==> src/rtl/k2_pkg.sv <==
// Shared types and instruction field positions for the K2 execution controller.
package k2_pkg;

   typedef enum logic [2:0] {
      ST_IDLE,
      ST_CLEAR,
      ST_RUN,
      ST_STEP,
      ST_HALTED
   } k2_ctrl_state_t;

   typedef enum logic [1:0] {
      OP_RUN  = 2'd0,
      OP_STEP = 2'd1,
      OP_HALT = 2'd2,
      OP_LOAD = 2'd3
   } k2_cmd_op_t;

   typedef enum logic [1:0] {
      HC_HOST     = 2'd0,
      HC_BREAK    = 2'd1,
      HC_SELFLOOP = 2'd2,
      HC_WDOG     = 2'd3
   } k2_halt_cause_t;

   localparam int K2_J_BIT   = 7;
   localparam int K2_IMM_MSB = 2;

endpackage

==> src/rtl/k2_exec_ctrl_if.sv <==
// Host command port of the K2 execution controller (valid/ready plus error pulse).
interface k2_exec_ctrl_if #(
   parameter int ADDR_W = 8
);
   logic              cmd_valid;
   logic              cmd_ready;
   logic [1:0]        cmd_op;
   logic [ADDR_W-1:0] cmd_addr;
   logic [7:0]        cmd_data;
   logic              cmd_err;

   modport master (
      output cmd_valid, cmd_op, cmd_addr, cmd_data,
      input  cmd_ready, cmd_err
   );

   modport slave (
      input  cmd_valid, cmd_op, cmd_addr, cmd_data,
      output cmd_ready, cmd_err
   );
endinterface

==> src/rtl/k2_sat_counter.sv <==
// Saturating up-counter with synchronous clear; clear wins over increment.
module k2_sat_counter #(
   parameter int W = 16
) (
   input  logic         clk,
   input  logic         reset,
   input  logic         clear,
   input  logic         inc,
   output logic [W-1:0] count
);

   always_ff @(posedge clk or posedge reset) begin
      if (reset)                   count <= '0;
      else if (clear)              count <= '0;
      else if (inc && count != '1) count <= count + 1'b1;
   end

endmodule

==> src/rtl/k2_exec_ctrl.sv <==
// Run/step/halt sequencer for the K2 core: gates core_en, clears the core before a
// fresh run, writes program bytes and halts on host/breakpoint/self-loop/watchdog.
module k2_exec_ctrl
   import k2_pkg::*;
#(
   parameter int ADDR_W     = 8,
   parameter int CYC_W      = 16,
   parameter int WDOG_LIMIT = 0
) (
   input  logic              clk,
   input  logic              reset,
   k2_exec_ctrl_if.slave     cmd,
   output logic              imem_we,
   output logic [ADDR_W-1:0] imem_waddr,
   output logic [7:0]        imem_wdata,
   input  logic [ADDR_W-1:0] core_pc,
   input  logic [7:0]        core_instr,
   output logic              core_en,
   output logic              core_clear,
   input  logic              bp_en,
   input  logic [ADDR_W-1:0] bp_addr,
   output logic              running,
   output logic              halted,
   output logic [1:0]        halt_cause,
   output logic              done_irq,
   output logic [CYC_W-1:0]  cycle_count
);

   k2_ctrl_state_t    state, state_nxt;
   k2_cmd_op_t        op, tgt, tgt_nxt;
   k2_halt_cause_t    cause, cause_nxt, stop_cause;
   logic              acc, stop, bp_skip, bp_hit, self_hit, wdog_hit;
   logic              err_nxt, we_nxt;
   logic [ADDR_W-1:0] imm;

   assign op            = k2_cmd_op_t'(cmd.cmd_op);
   assign cmd.cmd_ready = (state == ST_IDLE) || (state == ST_RUN) || (state == ST_HALTED);
   assign acc           = cmd.cmd_valid && cmd.cmd_ready;

   assign imm      = ADDR_W'(core_instr[K2_IMM_MSB:0]);
   assign bp_hit   = bp_en && (core_pc == bp_addr) && !bp_skip;
   assign self_hit = core_instr[K2_J_BIT] && (imm == core_pc);
   assign wdog_hit = (WDOG_LIMIT != 0) && (cycle_count == CYC_W'(WDOG_LIMIT));

   assign running    = (state == ST_RUN);
   assign halted     = (state == ST_HALTED);
   assign halt_cause = cause;

   // Stop reasons in priority order; a stopping instruction is never executed.
   always_comb begin
      stop       = 1'b1;
      stop_cause = HC_HOST;
      if (acc && op == OP_HALT) stop_cause = HC_HOST;
      else if (bp_hit)          stop_cause = HC_BREAK;
      else if (self_hit)        stop_cause = HC_SELFLOOP;
      else if (wdog_hit)        stop_cause = HC_WDOG;
      else                      stop       = 1'b0;
   end

   always_comb begin
      state_nxt  = state;
      tgt_nxt    = tgt;
      cause_nxt  = cause;
      err_nxt    = 1'b0;
      we_nxt     = 1'b0;
      core_en    = 1'b0;
      core_clear = 1'b0;
      unique case (state)
         ST_IDLE: if (acc) begin
            case (op)
               OP_LOAD: we_nxt  = 1'b1;
               OP_HALT: err_nxt = 1'b1;
               default: begin
                  tgt_nxt   = op;
                  state_nxt = ST_CLEAR;
               end
            endcase
         end
         ST_CLEAR: begin
            core_clear = 1'b1;
            state_nxt  = (tgt == OP_STEP) ? ST_STEP : ST_RUN;
         end
         ST_RUN: begin
            core_en = !stop;
            err_nxt = acc && (op != OP_HALT);
            if (stop) begin
               state_nxt = ST_HALTED;
               cause_nxt = stop_cause;
            end
         end
         ST_STEP: begin
            core_en   = 1'b1;
            state_nxt = ST_HALTED;
            cause_nxt = HC_HOST;
         end
         ST_HALTED: if (acc) begin
            case (op)
               OP_RUN:  state_nxt = ST_RUN;
               OP_STEP: state_nxt = ST_STEP;
               OP_LOAD: begin
                  we_nxt    = 1'b1;
                  state_nxt = ST_IDLE;
               end
               default: err_nxt = 1'b1;
            endcase
         end
         default: state_nxt = ST_IDLE;
      endcase
   end

   always_ff @(posedge clk or posedge reset) begin
      if (reset) begin
         state       <= ST_IDLE;
         tgt         <= OP_RUN;
         cause       <= HC_HOST;
         bp_skip     <= 1'b0;
         cmd.cmd_err <= 1'b0;
         done_irq    <= 1'b0;
         imem_we     <= 1'b0;
         imem_waddr  <= '0;
         imem_wdata  <= '0;
      end else begin
         state       <= state_nxt;
         tgt         <= tgt_nxt;
         cause       <= cause_nxt;
         // Resuming from HALTED lets the PC that hit the breakpoint execute once.
         bp_skip     <= (state == ST_HALTED) && acc && (op == OP_RUN);
         cmd.cmd_err <= err_nxt;
         done_irq    <= (state_nxt == ST_HALTED) && (state != ST_HALTED);
         imem_we     <= we_nxt;
         if (we_nxt) begin
            imem_waddr <= cmd.cmd_addr;
            imem_wdata <= cmd.cmd_data;
         end
      end
   end

   k2_sat_counter #(.W(CYC_W)) u_cyc (
      .clk   (clk),
      .reset (reset),
      .clear (state == ST_CLEAR),
      .inc   (core_en),
      .count (cycle_count)
   );

endmodule
==> src/flat_wrapper.sv <==
// flat-port wrapper written by rule: the top's interface ports become plain ports
module k2_exec_ctrl_flat import k2_pkg::*;
#(
   parameter int ADDR_W     = 8,
   parameter int CYC_W      = 16,
   parameter int WDOG_LIMIT = 0
)
  (clk, reset, imem_we, imem_waddr, imem_wdata, core_pc, core_instr, core_en, core_clear, bp_en, bp_addr, running, halted, halt_cause, done_irq, cycle_count, cmd_cmd_valid, cmd_cmd_op, cmd_cmd_addr, cmd_cmd_data, cmd_cmd_ready, cmd_cmd_err);
  k2_exec_ctrl_if #(.ADDR_W(ADDR_W)) cmd_i ();
  input  logic clk;
  input  logic reset;
  output logic imem_we;
  output logic [ADDR_W-1:0] imem_waddr;
  output logic [7:0] imem_wdata;
  input  logic [ADDR_W-1:0] core_pc;
  input  logic [7:0] core_instr;
  output logic core_en;
  output logic core_clear;
  input  logic bp_en;
  input  logic [ADDR_W-1:0] bp_addr;
  output logic running;
  output logic halted;
  output logic [1:0] halt_cause;
  output logic done_irq;
  output logic [CYC_W-1:0] cycle_count;
  input wire logic [$bits(cmd_i.cmd_valid)-1:0] cmd_cmd_valid;
  input wire logic [$bits(cmd_i.cmd_op)-1:0] cmd_cmd_op;
  input wire logic [$bits(cmd_i.cmd_addr)-1:0] cmd_cmd_addr;
  input wire logic [$bits(cmd_i.cmd_data)-1:0] cmd_cmd_data;
  output wire logic [$bits(cmd_i.cmd_ready)-1:0] cmd_cmd_ready;
  output wire logic [$bits(cmd_i.cmd_err)-1:0] cmd_cmd_err;
  assign cmd_i.cmd_valid = cmd_cmd_valid;
  assign cmd_i.cmd_op = cmd_cmd_op;
  assign cmd_i.cmd_addr = cmd_cmd_addr;
  assign cmd_i.cmd_data = cmd_cmd_data;
  assign cmd_cmd_ready = cmd_i.cmd_ready;
  assign cmd_cmd_err = cmd_i.cmd_err;
  k2_exec_ctrl #(.ADDR_W(ADDR_W), .CYC_W(CYC_W), .WDOG_LIMIT(WDOG_LIMIT)) u_core (.clk(clk), .reset(reset), .cmd(cmd_i), .imem_we(imem_we), .imem_waddr(imem_waddr), .imem_wdata(imem_wdata), .core_pc(core_pc), .core_instr(core_instr), .core_en(core_en), .core_clear(core_clear), .bp_en(bp_en), .bp_addr(bp_addr), .running(running), .halted(halted), .halt_cause(halt_cause), .done_irq(done_irq), .cycle_count(cycle_count));
endmodule
==> config.mk <==
export PLATFORM = sky130hd
export DESIGN_NAME = k2_exec_ctrl_flat
export DESIGN_NICKNAME = d
export VERILOG_FILES = /design/src/rtl/k2_pkg.sv /design/src/rtl/k2_exec_ctrl_if.sv /design/src/rtl/k2_sat_counter.sv /design/src/rtl/k2_exec_ctrl.sv /design/src/flat_wrapper.sv
export SDC_FILE = /design/constraint.sdc
export NUM_CORES = 1
export LEC_CHECK = 0
export CAP_MARGIN = 20
export CORE_AREA = 2 2 72 74
export DETAILED_ROUTE_END_ITERATION = 16
export DIE_AREA = 0 0 74 76
export PLACE_DENSITY = 0.86
export SLEW_MARGIN = 20
export SYNTH_ARGS = -nofsm -noshare
export SYNTH_HDL_FRONTEND = slang
export SYNTH_SLANG_ARGS = --single-unit
==> constraint.sdc <==
create_clock -name clk -period 4.3 [get_ports clk]
set_input_delay 0.86 -clock clk [delete_from_list [all_inputs] [get_ports clk]]
set_output_delay 0.86 -clock clk [all_outputs]
set_load 0.02 [all_outputs]
==> results by group <==
Logic synthesis
  • Most used flip-flop cell after synthesis: dfrtp_1
  • Count of cell types in the netlist: 43
  • Warnings from Yosys: 0
  • Synth top area share: 0.496
  • Synth top area cells: dfrtp_1 (50%), nand2_1 (11%), xor2_1 (4.4%)
  • Async set-reset flop share out of synthesis: 1.00
  • Seq/Total Area, Yosys: 0.496
  • Yosys reg bits: 43
  • Mean cell area of the mapped netlist: roughly 9.2 um2
  • Syn Inst Count: ~240
  • Synth Cell Area: between 2000 and 2500 um2
  • Synth Net Count: around 280
  • Area leader, netlist: dfrtp_1
  • Post-synth EDFFs: 0

Power
  • Internal: between 1 and 1.5 mW
  • Worst vdd ir: 0.304 mV
  • Switching power total: around 680 uW
  • Clock network power share: 0.145
  • Power Dens Cells: between 500 and 600 nW/um2
  • Sw frac: 0.398
  • Leakage power: 1.36 nW
  • Seq pwr share: 0.379
  • Logic pwr share: 0.477

Global routing
  • Total Routing Usage GR: 0.201
  • M1 GR Usage: 0.257
  • Largest net degree at the start of global routing: 31
  • GR peak layer: met2
  • M3 GR Usage: 0.0582
  • Overflow left after global routing: 0
  • Vias in the first global route: between 1500 and 2000
  • First-pass GRT wire length: roughly 9000 um
  • Initial antenna violation count: 0
  • GR Layer Usage met2: 0.332

CTS
  • Clock sinks: 43
  • CTS resizes: 0
  • Hold buffer count at cts: 0
  • CTS tree: built
  • Max clock buf depth: 2
  • Clock Latency Late Sink: 0.29 ns
  • Clock Pin Slew Worst Setup and Hold Paths: approximately 0.070 ns
  • TritonCTS Buffers: 5
  • Root Buffer: clkbuf_8
  • Setup Buffers After CTS: 0
  • CTS H-tree lvls: 2

Setup path
  • Critical path data arrival time: 2.93 ns
  • Buffers and inverters on the worst path: 3
  • CP cell instances: clkdlybuf4s50_1, xor2_1, nor4_1, nand3_1, a32oi_2, inv_2, clkdlybuf4s50_1
  • Slowest cell on crit path: clkdlybuf4s50_1
  • Crit path max fanout: 8
  • Crit Path Class: in2out
  • CP required: about 3.4 ns
  • Slowest cell delay on critical path: around 0.56 ns
  • Critical Path End Type: primary output
  • Critical path's top delay family: buffers and inverters
  • Element type at the critical path start: primary input
  • Crit-path most repeated cell: clkdlybuf4s50_1

Flow run
  • Max-cap viol count: 0

Floorplanning
  • Die height: approximately 76 um
  • Initial Utilization: 0.441
  • Die W: 74 um
  • Top-level port count: between 80 and 90
  • CORE AREA: 4910 um2
  • # rows: 26
  • Die Area: 5620 um2

Layout
  • Nets@finish: between 300 and 400
  • Most common cell after layout, fill and taps aside: clkdlybuf4s50_1
  • Fill count: roughly 420
  • Non-Filler Instances: approximately 400
  • Most frequent cells in the layout: clkdlybuf4s50_1 (83), nand2_1 (61), dfrtp_1 (43), a21oi_1 (14), nor2_1 (13)
  • Post-layout util: 0.636
  • Area growth from synthesis to layout: 44.1%
  • Fraction of layout instances using a drive strength above 1: 0.0594
  • # diodes: 0

Timing
  • Worst Skew: around 0.0045 ns
  • Slew margin rel.: 0.593
  • Fin crit share: 0.882
  • Minimum clock period after layout: ~3.8 ns
  • # setup viols final: 0
  • RSZ-0062 raised after global routing: no
  • Pins Over Slew Limit: 0
  • Fmax: 264 MHz
  • Setup TNS: 0 ns
  • Fin. Hold Viols: 0
  • Actual slew at the worst max-slew pin: 0.609 ns

Run status
  • Outcome: complete, no violations

Detailed routing
  • Routed Wire Length: approximately 5100 um
  • ANT nets after route: 0
  • Vias: between 1500 and 2000
  • DR DRC count: 0
  • Average vias per placed instance: approximately 5.1
  • Drt wl/cell: roughly 13 um
  • Iteration-0 DRC Markers: 126
  • Pre-antenna DRT Iters: 4

Placed design
  • GP Congestion: a little over 0.8
  • Post-DP HPWL: approximately 3800 um
  • IO buf count: a little over 80
  • Dpl cells: 382

Hold path
  • Min-delay worst type: reg2reg
==> Yosys cell counts, types with 4 or more instances <==
library cell and number:
nand2_1 61, dfrtp_1 43, a21oi_1 14, nor2_1 13, xor2_1 11, inv_1 7, nand4_1 7, nand3_1 6
clkbuf_1 5, mux2i_1 5, nor2b_1 5, o31ai_1 5, and3_1 4, nor3_1 4
==> kinds of logic (layout without fill, tap and decap cells) <==
family	after synthesis	in the layout	share of synthesized area
simple gates	122	122	0.277
flops	43	43	0.496
compound gates	33	33	0.101
buf+inv	20	104	0.0473
xor+xnor	11	11	0.0444
mux	6	6	0.0283
fa+ha+maj	1	1	0.00577
==> final timing paths <==
kind                                            start                     end  slack (ns)  cells after the start
worst max-delay path                       core_pc[1]                 core_en        0.51                      7
max in group asynchronous                       reset  u_core.u_cyc.count[10]        2.72                      3
min in group asynchronous                       reset    u_core.imem_wdata[1]        0.96                      2
worst min-delay path             u_core.imem_wdata[3]    u_core.imem_wdata[3]        0.48                      2
worst min register to register   u_core.imem_wdata[3]    u_core.imem_wdata[3]        0.48                      2
worst max register to register  u_core.u_cyc.count[0]  u_core.u_cyc.count[13]        2.18                      6
==> tightest hold or removal path, cell delays in order, from the launching register on <==
cell and delay, ns:
dfrtp_1 0.34, nand2_1 0.05, nand2_1 0.05
==> power groups by stage <==
stage / combinational [mW] / sequential [mW] / clock, mW
final: 0.815 / 0.648 / 0.247
after global routing: 0.880 / 0.671 / 0.274
after CTS: 0.821 / 0.648 / 0.257
after detailed placement: 0.816 / 0.652 / 0
after global placement: 0.799 / 0.649 / 0
after floorplan: 0.330 / 0.765 / 0
==> per-stage QoR <==
step                power (mW)  hold WS, ns  instance area [um2]  worst slack, ns
floorplan                 1.10        0.441                 2170             1.66
global placement          1.45        0.457                 3040            0.533
detailed placement        1.47        0.462                 3040            0.531
CTS                       1.73        0.482                 3130            0.516
global route              1.82        0.507                 3130            0.337
finish                    1.71        0.478                 3130            0.508
==> cell type report <==
cell class | instances | area, um2 | area share
clock buffer | 7 | 76.3 | 0.0244
clock inverter | 1 | 5.00 | 0.00160
inverter | 10 | 37.5 | 0.0120
multi-input combinational | 173 | 990 | 0.317
sequential | 43 | 1080 | 0.344
tap | 70 | 87.6 | 0.0280
timing repair buffer | 86 | 853 | 0.273
==> routing by layer <==
layer / routed length, um / part of all wire
met5: 0 / 0
met4: 55 / 0.011
met3: 291 / 0.057
met2: 2590 / 0.51
met1: 2180 / 0.43
==> sequential cells by signal, summed over array words and instances, names as in the netlist <==
register            count
u_core.u_cyc.count     16
u_core.imem_waddr       8
u_core.imem_wdata       8
u_core.state            3
u_core.halt_cause       2
u_core.tgt              2
u_core.bp_skip          1
u_core.cmd.cmd_err      1
u_core.done_irq         1
u_core.imem_we          1
No activity file was read; power rests on OpenSTA's default activity.
